<file path="src/rtl/line_drawer.sv">
// rtl/line_drawer.sv - Bresenham line rasteriser, one clipped pixel write per clock
// Outputs are registered and reflect the current state: SETUP, one DRAW cycle per pixel, then DONE.
module line_drawer #(
  parameter int WIDTH    = 11,
  parameter int SCREEN_W = 640,
  parameter int SCREEN_H = 480
) (
  input  logic             clk,
  input  logic             reset,
  input  logic             start,
  input  logic [WIDTH-1:0] x0,
  input  logic [WIDTH-1:0] y0,
  input  logic [WIDTH-1:0] x1,
  input  logic [WIDTH-1:0] y1,
  input  logic             color,
  output logic [WIDTH-1:0] x,
  output logic [WIDTH-1:0] y,
  output logic             pixel_color,
  output logic             pixel_write,
  output logic             busy,
  output logic             done
);

  localparam int SW = WIDTH + 2;
  localparam logic [WIDTH-1:0] MAX_X = WIDTH'(SCREEN_W);
  localparam logic [WIDTH-1:0] MAX_Y = WIDTH'(SCREEN_H);
  localparam logic [WIDTH-1:0] ONE   = WIDTH'(1);

  typedef enum logic [1:0] {S_IDLE, S_SETUP, S_DRAW, S_FIN} state_t;

  state_t                 state;
  logic [WIDTH-1:0]       rx0, ry0, rx1, ry1;
  logic                   steep, ydec;
  logic [WIDTH-1:0]       cur_x, cur_y, end_x;
  logic signed [SW-1:0]   dx_r, dy_r, err;

  logic [WIDTH-1:0]       adx, ady, ax0, ay0, ax1, ay1;
  logic [WIDTH-1:0]       sx0, sy0, sx1, sy1, s_dx, s_dy;
  logic                   s_steep, s_swap;
  logic signed [SW-1:0]   s_err;
  logic [WIDTH-1:0]       s_ox, s_oy;
  logic                   s_vis;

  logic signed [SW-1:0]   err_a, err_n;
  logic                   step_y;
  logic [WIDTH-1:0]       nx, ny, n_ox, n_oy;
  logic                   n_vis;

  // Endpoint normalisation for SETUP, computed from the latched command
  always_comb begin
    adx     = (rx1 >= rx0) ? rx1 - rx0 : rx0 - rx1;
    ady     = (ry1 >= ry0) ? ry1 - ry0 : ry0 - ry1;
    s_steep = ady > adx;
    ax0     = s_steep ? ry0 : rx0;
    ay0     = s_steep ? rx0 : ry0;
    ax1     = s_steep ? ry1 : rx1;
    ay1     = s_steep ? rx1 : ry1;
    s_swap  = ax0 > ax1;
    sx0     = s_swap ? ax1 : ax0;
    sy0     = s_swap ? ay1 : ay0;
    sx1     = s_swap ? ax0 : ax1;
    sy1     = s_swap ? ay0 : ay1;
    s_dx    = sx1 - sx0;
    s_dy    = (sy1 >= sy0) ? sy1 - sy0 : sy0 - sy1;
    s_err   = -$signed({3'b000, s_dx[WIDTH-1:1]});
    s_ox    = s_steep ? sy0 : sx0;
    s_oy    = s_steep ? sx0 : sy0;
    s_vis   = (s_ox < MAX_X) && (s_oy < MAX_Y);
  end

  always_comb begin
    err_a  = err + dy_r;
    step_y = !err_a[SW-1];
    err_n  = step_y ? err_a - dx_r : err_a;
    nx     = cur_x + ONE;
    ny     = step_y ? (ydec ? cur_y - ONE : cur_y + ONE) : cur_y;
    n_ox   = steep ? ny : nx;
    n_oy   = steep ? nx : ny;
    n_vis  = (n_ox < MAX_X) && (n_oy < MAX_Y);
  end

  always_ff @(posedge clk or negedge reset) begin
    if (!reset) begin
      state       <= S_IDLE;
      rx0         <= '0;
      ry0         <= '0;
      rx1         <= '0;
      ry1         <= '0;
      steep       <= 1'b0;
      ydec        <= 1'b0;
      cur_x       <= '0;
      cur_y       <= '0;
      end_x       <= '0;
      dx_r        <= '0;
      dy_r        <= '0;
      err         <= '0;
      x           <= '0;
      y           <= '0;
      pixel_color <= 1'b0;
      pixel_write <= 1'b0;
      busy        <= 1'b0;
      done        <= 1'b0;
    end else begin
      case (state)
        S_IDLE: begin
          done        <= 1'b0;
          pixel_write <= 1'b0;
          if (start) begin
            rx0         <= x0;
            ry0         <= y0;
            rx1         <= x1;
            ry1         <= y1;
            pixel_color <= color;
            busy        <= 1'b1;
            state       <= S_SETUP;
          end
        end
        S_SETUP: begin
          steep       <= s_steep;
          ydec        <= !(sy0 < sy1);
          cur_x       <= sx0;
          cur_y       <= sy0;
          end_x       <= sx1;
          dx_r        <= $signed({2'b00, s_dx});
          dy_r        <= $signed({2'b00, s_dy});
          err         <= s_err;
          x           <= s_ox;
          y           <= s_oy;
          pixel_write <= s_vis;
          state       <= S_DRAW;
        end
        S_DRAW: begin
          // The pixel for cur_x is on the outputs now; advance or finish
          if (cur_x == end_x) begin
            pixel_write <= 1'b0;
            busy        <= 1'b0;
            done        <= 1'b1;
            state       <= S_FIN;
          end else begin
            cur_x       <= nx;
            cur_y       <= ny;
            err         <= err_n;
            x           <= n_ox;
            y           <= n_oy;
            pixel_write <= n_vis;
          end
        end
        default: begin
          done  <= 1'b0;
          state <= S_IDLE;
        end
      endcase
    end
  end

endmodule
</file>
<file path="config.mk">
export PLATFORM = sky130hd
export DESIGN_NAME = line_drawer
export DESIGN_NICKNAME = d
export VERILOG_FILES = /design/src/rtl/line_drawer.sv
export SDC_FILE = /design/constraint.sdc
export NUM_CORES = 1
export LEC_CHECK = 0
export ABC_AREA = 0
export CAP_MARGIN = 20
export CORE_UTILIZATION = 57
export CTS_CLUSTER_DIAMETER = 200
export DETAILED_ROUTE_END_ITERATION = 7
export PLACE_DENSITY = 0.77
export REMOVE_ABC_BUFFERS = 1
export SLEW_MARGIN = 0
export SYNTH_ARGS = -nofsm -noshare
export SYNTH_HDL_FRONTEND = slang
export SYNTH_SLANG_ARGS = --single-unit
export TNS_END_PERCENT = 20
</file>
<file path="constraint.sdc">
create_clock -name clk -period 34.5 [get_ports clk]
set_input_delay 6.9 -clock clk [delete_from_list [all_inputs] [get_ports clk]]
set_output_delay 6.9 -clock clk [all_outputs]
set_load 0.05 [all_outputs]
</file>
# --- Word level (Yosys, flattened, before mapping) ---
# Cells that the tools add are included.
op_classes:
  addsub: 13
  multipliers: 0
  n_div: 0
  magnitude_cmp: 10
  eq_ne: 6
  n_shift: 0
  mux: 38
  bitwise_logic: 1
  reduce_logical: 12
ops:
  columns: ["operator", "n"]
  rows:
  - ["$mux 11", 21]
  - ["$pmux 11 s2", 4]
  - ["$sub 11x11->11", 7]
  - ["$ge 11x11->1", 3]
  - ["$mux 13", 2]
  - ["$pmux 13 s2", 1]
  - ["$add 11x1->11 const B", 2]
  - ["$gt 11x11->1", 2]
  - ["$lt 11x10->1 const B", 2]
  - ["$lt 11x9->1 const B", 2]
  - ["$add 13x12->13", 1]
  - ["$neg 10->13", 1]
  - ["$sub 13x12->13", 1]
  - ["$eq 11x11->1", 1]
  - ["$lt 11x11->1", 1]
  - ["$sub 11x1->11 const B", 1]
  - ["$reduce_and 2->1", 4]
  - ["$ne 2x2->1 const B", 3]
  - ["$pmux 2 s3", 1]
  - ["$mux 1", 4]
  - ["$mux 2", 2]
  - ["$pmux 1 s2", 2]
  - ["$reduce_bool 2->1", 2]
  - ["$pmux 1 s3", 1]
  - ["8 further kinds", 9]
totals:
  ff_bits: 142
  latchBits: 0
  ram_bits: 0
  romBits: 0
  in_bits: 48
  output_inout_bits: 26
  elab_cells: 99
  memories: 0

# --- Logic depth before layout (Yosys ltp) ---
# Gate-level depths: netlist (run 1).
depth:
  depth_word: 10
  mapped_depth: 59
  ltp_nobuf: 50

# --- Worst setup path after synthesis (run 1) ---
# OpenSTA, ideal clock, no wires.
synth_path:
  kind: "reg-to-reg"
  from: "register ry0[1]"
  to: "register dy_r[10]"
  setup_ns: 0.125
  t_arrival_ns: 11.964
  t_required_ns: 34.375
  setup_slack_ns: 22.411
  stages_incl_launch_ff: 57
  path_buffers: 11
  synth_period_minus_slack_ns: 12.089
  cell_sequence: "dfrtp_1 > inv_1 > ha_1 > nor2b_1 > o21ai_0 > a21oi_1 > o21ai_0 > nand2b_1 > a221oi_1 > o21bai_1 > a221o_1 > clkbuf_1 > mux2_2 > o22ai_1 > o211ai_1 > a21oi_1 > nor4_1 > a311oi_1 > [... 21 more ...] > a21oi_1 > mux2i_1 > ha_1 > nor2b_1 > o21ai_0 > a31oi_1 > o21ai_0 > a21oi_1 > o41a_1 > or2_2 > clkbuf_1 > mux2i_1 > o21ai_0 > a221oi_1 > o21ai_0 > a21oi_1 > xnor2_1 > mux2_2"
synth_between:
  elab_chain_len: 8
  elab_cells_between_ends: 16
  classes_between: "add/sub (4); order compare (4); mux (8)"
synth_lines:
  columns: ["item", "line_no", "text"]
  rows:
  - ["from (decl)", "32", "logic [WIDTH-1:0] rx0, ry0, rx1, ry1;"]
  - ["from (signal assigned)", "110", "ry0 <= y0;"]
  - ["$sub 11x11->11 or $ge 11x11->1 (tied branches)", "52", "ady = (ry1 >= ry0) ? ry1 - ry0 : ry0 - ry1;"]
  - ["$mux 11", "52", null]
  - ["$gt 11x11->1", "53", "s_steep = ady > adx;"]
  - ["$mux 11, on equally long branches", "54, 56", null]
  - ["$gt 11x11->1", "58", "s_swap = ax0 > ax1;"]
  - ["$mux 11, on equally long branches", "60, 62", null]
  - ["$sub 11x11->11 or $ge 11x11->1 (tied branches)", "64", "s_dy = (sy1 >= sy0) ? sy1 - sy0 : sy0 - sy1;"]
  - ["$mux 11 *", "64", null]
  - ["to (signal assigned)", "125", "dy_r <= $signed({2'b00, s_dy});"]
  - ["to (decl)", "35", "logic signed [SW-1:0] dx_r, dy_r, err;"]
# Mark *: on every way between the ends. The rest lies on a longest branch, timed or not.
# A chain may end at the register's enable or synchronous reset.

# --- Worst setup path after layout (run 1) ---
# Ends and elaborated chain as after synthesis.

==> impl_metrics.toml, run 1 <==
[run_status]
status = "complete, no violations"

[cts]
cts_setup_buffers = 0
cts.sinks = 142
tritoncts = "yes"
clk_latency_ns = 0.43
htreeDepth = 4
clkTransAtPathRegs_ns = 0.07
cts_hold_buf = 0
numCtsBuffers = 17
root_buffer = "clkbuf_16"
cts_buffer_depth = 2
cts-resized-gates = 0

[routing]
first_iter_violations = 1234
dr.pass1.iters = 6
viasPerCell = 6.21
vias = 12300
drc_errors = 0
routedWlPerCell_um = 19.8
antenna_left = 0
wl_um = 39200

[synth]
synth_common_cells = "169 x a21oi_1, 164 x nor2_1, 142 x dfrtp_1"
synthMuxAreaShare = 0.131
synth_seq_cells = 142
synthArstFlopShare = 1.00
yosys-top-cells-area = "dfrtp_1 27%, ha_1 11%, mux2_2 7.1%"
synth.most_common_cell = "a21oi_1"
synth_top_family_by_area = "compound AO/OA/AOI/OAI gates"
ys_seq_area_frac = 0.265
synth.top_cell.area_share = 0.265
synth-adder-area-share = 0.132
synth.distinct_cells = 79
yosys.area_share.simple = 0.149
synthXorXnorAreaFrac = 0.0523
yosysWarnings = 0
syn_avg_cell_area_sq_um = 8.22
synthFlopType = "dfrtp_1"
yosysTopAreaCell = "dfrtp_1"
netlist_instances = 1630
synth_edf_count = 0
synth_area_sq_mm = 0.0134
synth-compound-area-share = 0.207

[global_routing]
track_usage = 0.334
grt_max_degree = 84
grt_pass1_vias = 11600
grt_overflow = 0
antenna_found_initial = 0
grt_pass1_wl_um = 63000

[worst_setup_path]
r2r_end = "dy_r[10]"
critPathMaxFanout = 73
slowest_delay_ns = 0.62
start_kind = "flop"
reg2reg_depth = 48
endpoint_kind = "flop"
cp_num_cells = 48
cp_common_cell = "a21oi_1"
crit_family = "compound AO/OA/AOI/OAI gates"
crit_arrival_ns = 14.15
slowest_stage = "a221o_1"
crit_required_ns = 34.82
critPathBufInv = 4
worstSetupPathType = "flop to flop"
rr_startpoint = "ry0[1]"
reg2reg_slack_ns = 20.67

[place]
gp_congestion = 0.958
numPortBuffers = 73
hpwlAfterDp_um = 28900

[cells_and_area]
drive_gt1_frac = 0.0918
diodes = 0
area_growth_pct = 11.7
fin_nets = 1833

[floorplanning]
fp-row-count = 55
dieWidth_um = 155
die_h_um = 155
initial_core_util = 0.587
coreArea_sq_mm = 0.0228
ioPinCount = 74
dieArea_sq_mm = 0.0241

[sta]
period_needed_ns = 13.83
slew_headroom = 0.245
fin_skew_ns = 0.0102
fin_crit_sh = 0.401
worst_pin_slew_ns = 1.12
final_hold_viol_count = 0
final-setup-viol-count = 0
rsz0062_at_grt = "false"
fmax_mhz = 72.3
setup_tns_ns = 0
slew_viol_final = 0

[hold_path]
min_to = "err[2]"
worstHoldPathType = "flop to flop"
whs_path_depth = 2
min_from = "err[2]"

[run]
drv_cap = 0
==> cells in the final DEF, fill, tap and decap left out, types with 13 or more instances in the layout <==
cell	Yosys	layout
clkdlybuf4s50_1	0	72
nand2_1	125	124
o22ai_1	20	20
nor2_1	164	163
o21a_1	13	13
a21o_1	20	20
inv_1	135	135
o21ai_0	109	109
mux2_2	84	84
nor2b_1	24	24
a211oi_1	14	14
mux2i_1	78	78
clkbuf_16	0	17
ha_1	123	121
a21oi_1	169	169
xor2_1	29	29
nand2b_1	13	13
o21bai_1	14	14
xnor2_1	51	51
dfrtp_1	142	142
nand3_1	25	25
buf_4	0	15
==> stage by stage <==
| step | cell area (sq um) | instances | util | hold WS [ns] | worst slack (ns) |
|---|---|---|---|---|---|
| global placement | 14300 | 1946 | 0.628 | 0.454 | 21.52 |
| floorplan | 13100 | 1545 | - | 0.443 | 19.59 |
| CTS | 14900 | 1978 | 0.654 | 0.479 | 21.10 |
| global route | 15000 | 1979 | 0.655 | 0.506 | 19.82 |
| finish | 15000 | 1979 | 0.655 | 0.485 | 20.67 |
| detailed placement | 14300 | 1946 | 0.628 | 0.466 | 21.15 |
==> sequential cells by signal (all words and copies together) (netlist names), 2 cells and up <==
register and flops:
ry1 11, ry0 11, cur_x 11, rx1 11, dx_r 11, end_x 11
x 11, rx0 11, dy_r 11, state 2, y 11, cur_y 11
err 13
==> layer usage <==
| metal | vias up | share of wire | wire, um | track usage |
|---|---|---|---|---|
| met5 | - | 0 | 0 | 0 |
| met4 | 0 | 0.022 | 878 | 0.102 |
| met3 | 68 | 0.071 | 2800 | 0.0396 |
| met2 | 552 | 0.45 | 17700 | 0.529 |
| met1 | 5886 | 0.46 | 17800 | 0.476 |
| li1 | 5781 | - | - | - |
==> worst register-to-register path: cells and delay by family (launching register included) <==
family / cells / cell delay, ns
compound gates: 21 / 5.94
simple gates: 14 / 2.87
fa+ha+maj: 4 / 1.71
buf+inv: 4 / 1.32
mux: 4 / 1.25
flops: 1 / 0.52
xor+xnor: 1 / 0.09
==> final cells by class <==
type	instances	area (sq um)
fill	1994	7880
multi-input combinational	1266	9040
sequential	142	3550
timing repair buffer	89	865
clock inverter	12	160
tap	313	392
inverter	137	514
clock buffer	20	447
==> worst max path at each step <==
stage          startpoint        to  slack [ns]
2_1_floorplan      ry0[1]  dy_r[10]       19.59
3_3_place_gp       ry0[1]  dy_r[10]       21.52
3_5_place_dp       ry0[1]  dy_r[10]       21.15
4_1_cts            ry0[1]  dy_r[10]       21.10
5_1_grt            ry0[1]  dy_r[10]       19.82
6_report           ry0[1]  dy_r[10]       20.67
==> logic make-up after synthesis <==
family	Yosys count
buffers and inverters	222
and+or+nand+nor	433
muxes	163
AOI/OAI and AO/OA	453
DFF	142
adders and majority gates	137
xor gates and xnor gates	80
Power of run 1 is left out: the tool's default activity adds up to more than one toggle a clock period on the data nets, which glitch-free logic cannot reach.
==> inputs of run 2 (changes only) <==
==> constraint.sdc (replaced) <==
create_clock -name clk -period 14.05 [get_ports clk]
set_input_delay 2.81 -clock clk [delete_from_list [all_inputs] [get_ports clk]]
set_output_delay 2.81 -clock clk [all_outputs]
set_load 0.05 [all_outputs]
==> run 2 against run 1 <==
  * Critical path depth up 2
  * Worst hold slack better by 0.0031 ns
  * First-iteration DRC count up 2.5%
  * Non-clock buffer count unchanged
  * Die area unchanged
  * Sequential share of layout area down 0.10 points
  * Clock-buffer cell count down 1
  * Design area up 0.43%
  * Core utilization up 0.28 points
  * Via count up 0.55%
  * Worst setup slack worse by 20 ns
  * Register-to-register slack worse by 20 ns
  * Critical path type unchanged
==> impl_metrics.toml, run 2 (synthesis gave the netlist of run 1 again) <==
[floorplanning]
dieArea_sq_mm = 0.0241
die_h_um = 155
coreArea_sq_mm = 0.0228
fp-row-count = 55
dieWidth_um = 155
ioPinCount = 74
initial_core_util = 0.587

[global_routing]
track_usage = 0.344
grt_pass1_vias = 11800
grt_overflow = 0
antenna_found_initial = 0
grt_pass1_wl_um = 64500
grt_max_degree = 87

[cts]
tritoncts = "yes"
numCtsBuffers = 17
cts.sinks = 142
cts_buffer_depth = 2
clk_latency_ns = 0.44
clkTransAtPathRegs_ns = 0.07
htreeDepth = 4
cts_hold_buf = 0
root_buffer = "clkbuf_16"

[place]
hpwlAfterDp_um = 30500
place_ws_ns = 1.02
gp_congestion = 0.960
numPortBuffers = 73
place_area_sq_mm = 0.0144

[worst_setup_path]
cp_common_cell = "o21ai_0"
endpoint_kind = "flop"
critPathMaxFanout = 52
critPathBufInv = 5
crit_required_ns = 14.38
slowest_delay_ns = 0.61
slowest_stage = "a221o_1"
crit_arrival_ns = 13.59
crit_family = "compound AO/OA/AOI/OAI gates"
start_kind = "flop"
worstSetupPathType = "flop to flop"

[sta]
slew_viol_final = 0
rsz0062_at_grt = "false"
fin_crit_sh = 0.944
slew_headroom = 0.282
worst_pin_slew_ns = 1.07
fmax_mhz = 75.4
final-setup-viol-count = 0
worst_slack_ns = 0.782
period_needed_ns = 13.27
fin_skew_ns = 0.0143
final_hold_viol_count = 0

[cells_and_area]
top_register = "err"
largest_reg_flops = 13
final_cell_mix = "169 x a21oi_1, 163 x nor2_1, 142 x dfrtp_1"
area_growth_pct = 12.2
fin_area_sq_mm = 0.0150
drive_gt1_frac = 0.0930
diodes = 0
final_common_cell = "a21oi_1"
fin_nets = 1834

[routing]
wl_um = 40900
first_iter_violations = 1265
antenna_left = 0
viasPerCell = 6.24
routedWlPerCell_um = 20.7
drc_errors = 0
vias = 12400
dr.pass1.iters = 7

[hold_path]
worstHoldPathType = "flop to flop"

[run_status]
status = "complete, no violations"

[run]
drv_cap = 0
[run 2: cell types whose count changed in the layout (fill, tap and decap cells not counted), sizes merged]
cell | before | now
clkinv | 8 | 4
nor2 | 165 | 166
clkbuf | 20 | 19
inv | 137 | 138
bufinv | 3 | 5
clkinvlp | 1 | 3
[run 2: tightest hold or removal path, delay by kind of cell, from the launching register on]
| family | cells | cell delay, ns |
|---|---|---|
| flops | 1 | 0.35 |
| simple gates | 2 | 0.11 |
[run 2: per-stage QoR]
step | instances | setup TNS, ns | utilization | hold slack [ns]
after floorplan | 1545 | -4.13 | - | 0.443
after global placement | 1946 | 0 | 0.628 | 0.454
after detailed placement | 1947 | 0 | 0.629 | 0.471
after CTS | 1979 | 0 | 0.657 | 0.491
after global routing | 1980 | 0 | 0.658 | 0.505
final | 1980 | 0 | 0.658 | 0.488
[run 2: per-layer routing]
layer / global-route usage / routed length [um] / up-vias / share of wire
li1: - / - / 5811 / -
met1: 0.475 / 18200 / 5863 / 0.45
met2: 0.539 / 18300 / 591 / 0.45
met3: 0.0593 / 3200 / 89 / 0.078
met4: 0.127 / 1200 / 0 / 0.029
met5: 0 / 0 / - / 0
[run 2: timing repair]
action | CTS | global route
setup endpoints to repair | 0 | 4
setup buffers | 0 | 0
gates resized for setup | 0 | 2
endpoints found under the hold margin | 0 | 0
[run 2: path summary, 6_finish.rpt]
| path | start | endpoint | slack, ns | depth (start not counted) |
|---|---|---|---|---|
| worst max-delay path | ry0[1] | dy_r[10] | 0.78 | 50 |
| max in group asynchronous | reset | y[8] | 10.35 | 2 |
| min in group asynchronous | reset | rx0[1] | 2.43 | 1 |
| worst min register to register | err[2] | err[2] | 0.49 | 2 |
| worst max register to register | ry0[1] | dy_r[10] | 0.78 | 50 |
| worst min-delay path | err[2] | err[2] | 0.49 | 2 |
[run 2: final cells by class]
type | count | area [sq um]
multi-input combinational | 1267 | 9050
inverter | 137 | 514
timing repair buffer | 89 | 868
clock inverter | 13 | 209
fill | 1967 | 7820
clock buffer | 19 | 443
sequential | 142 | 3550
tap | 313 | 392
Power of run 2 is left out for the same reason.
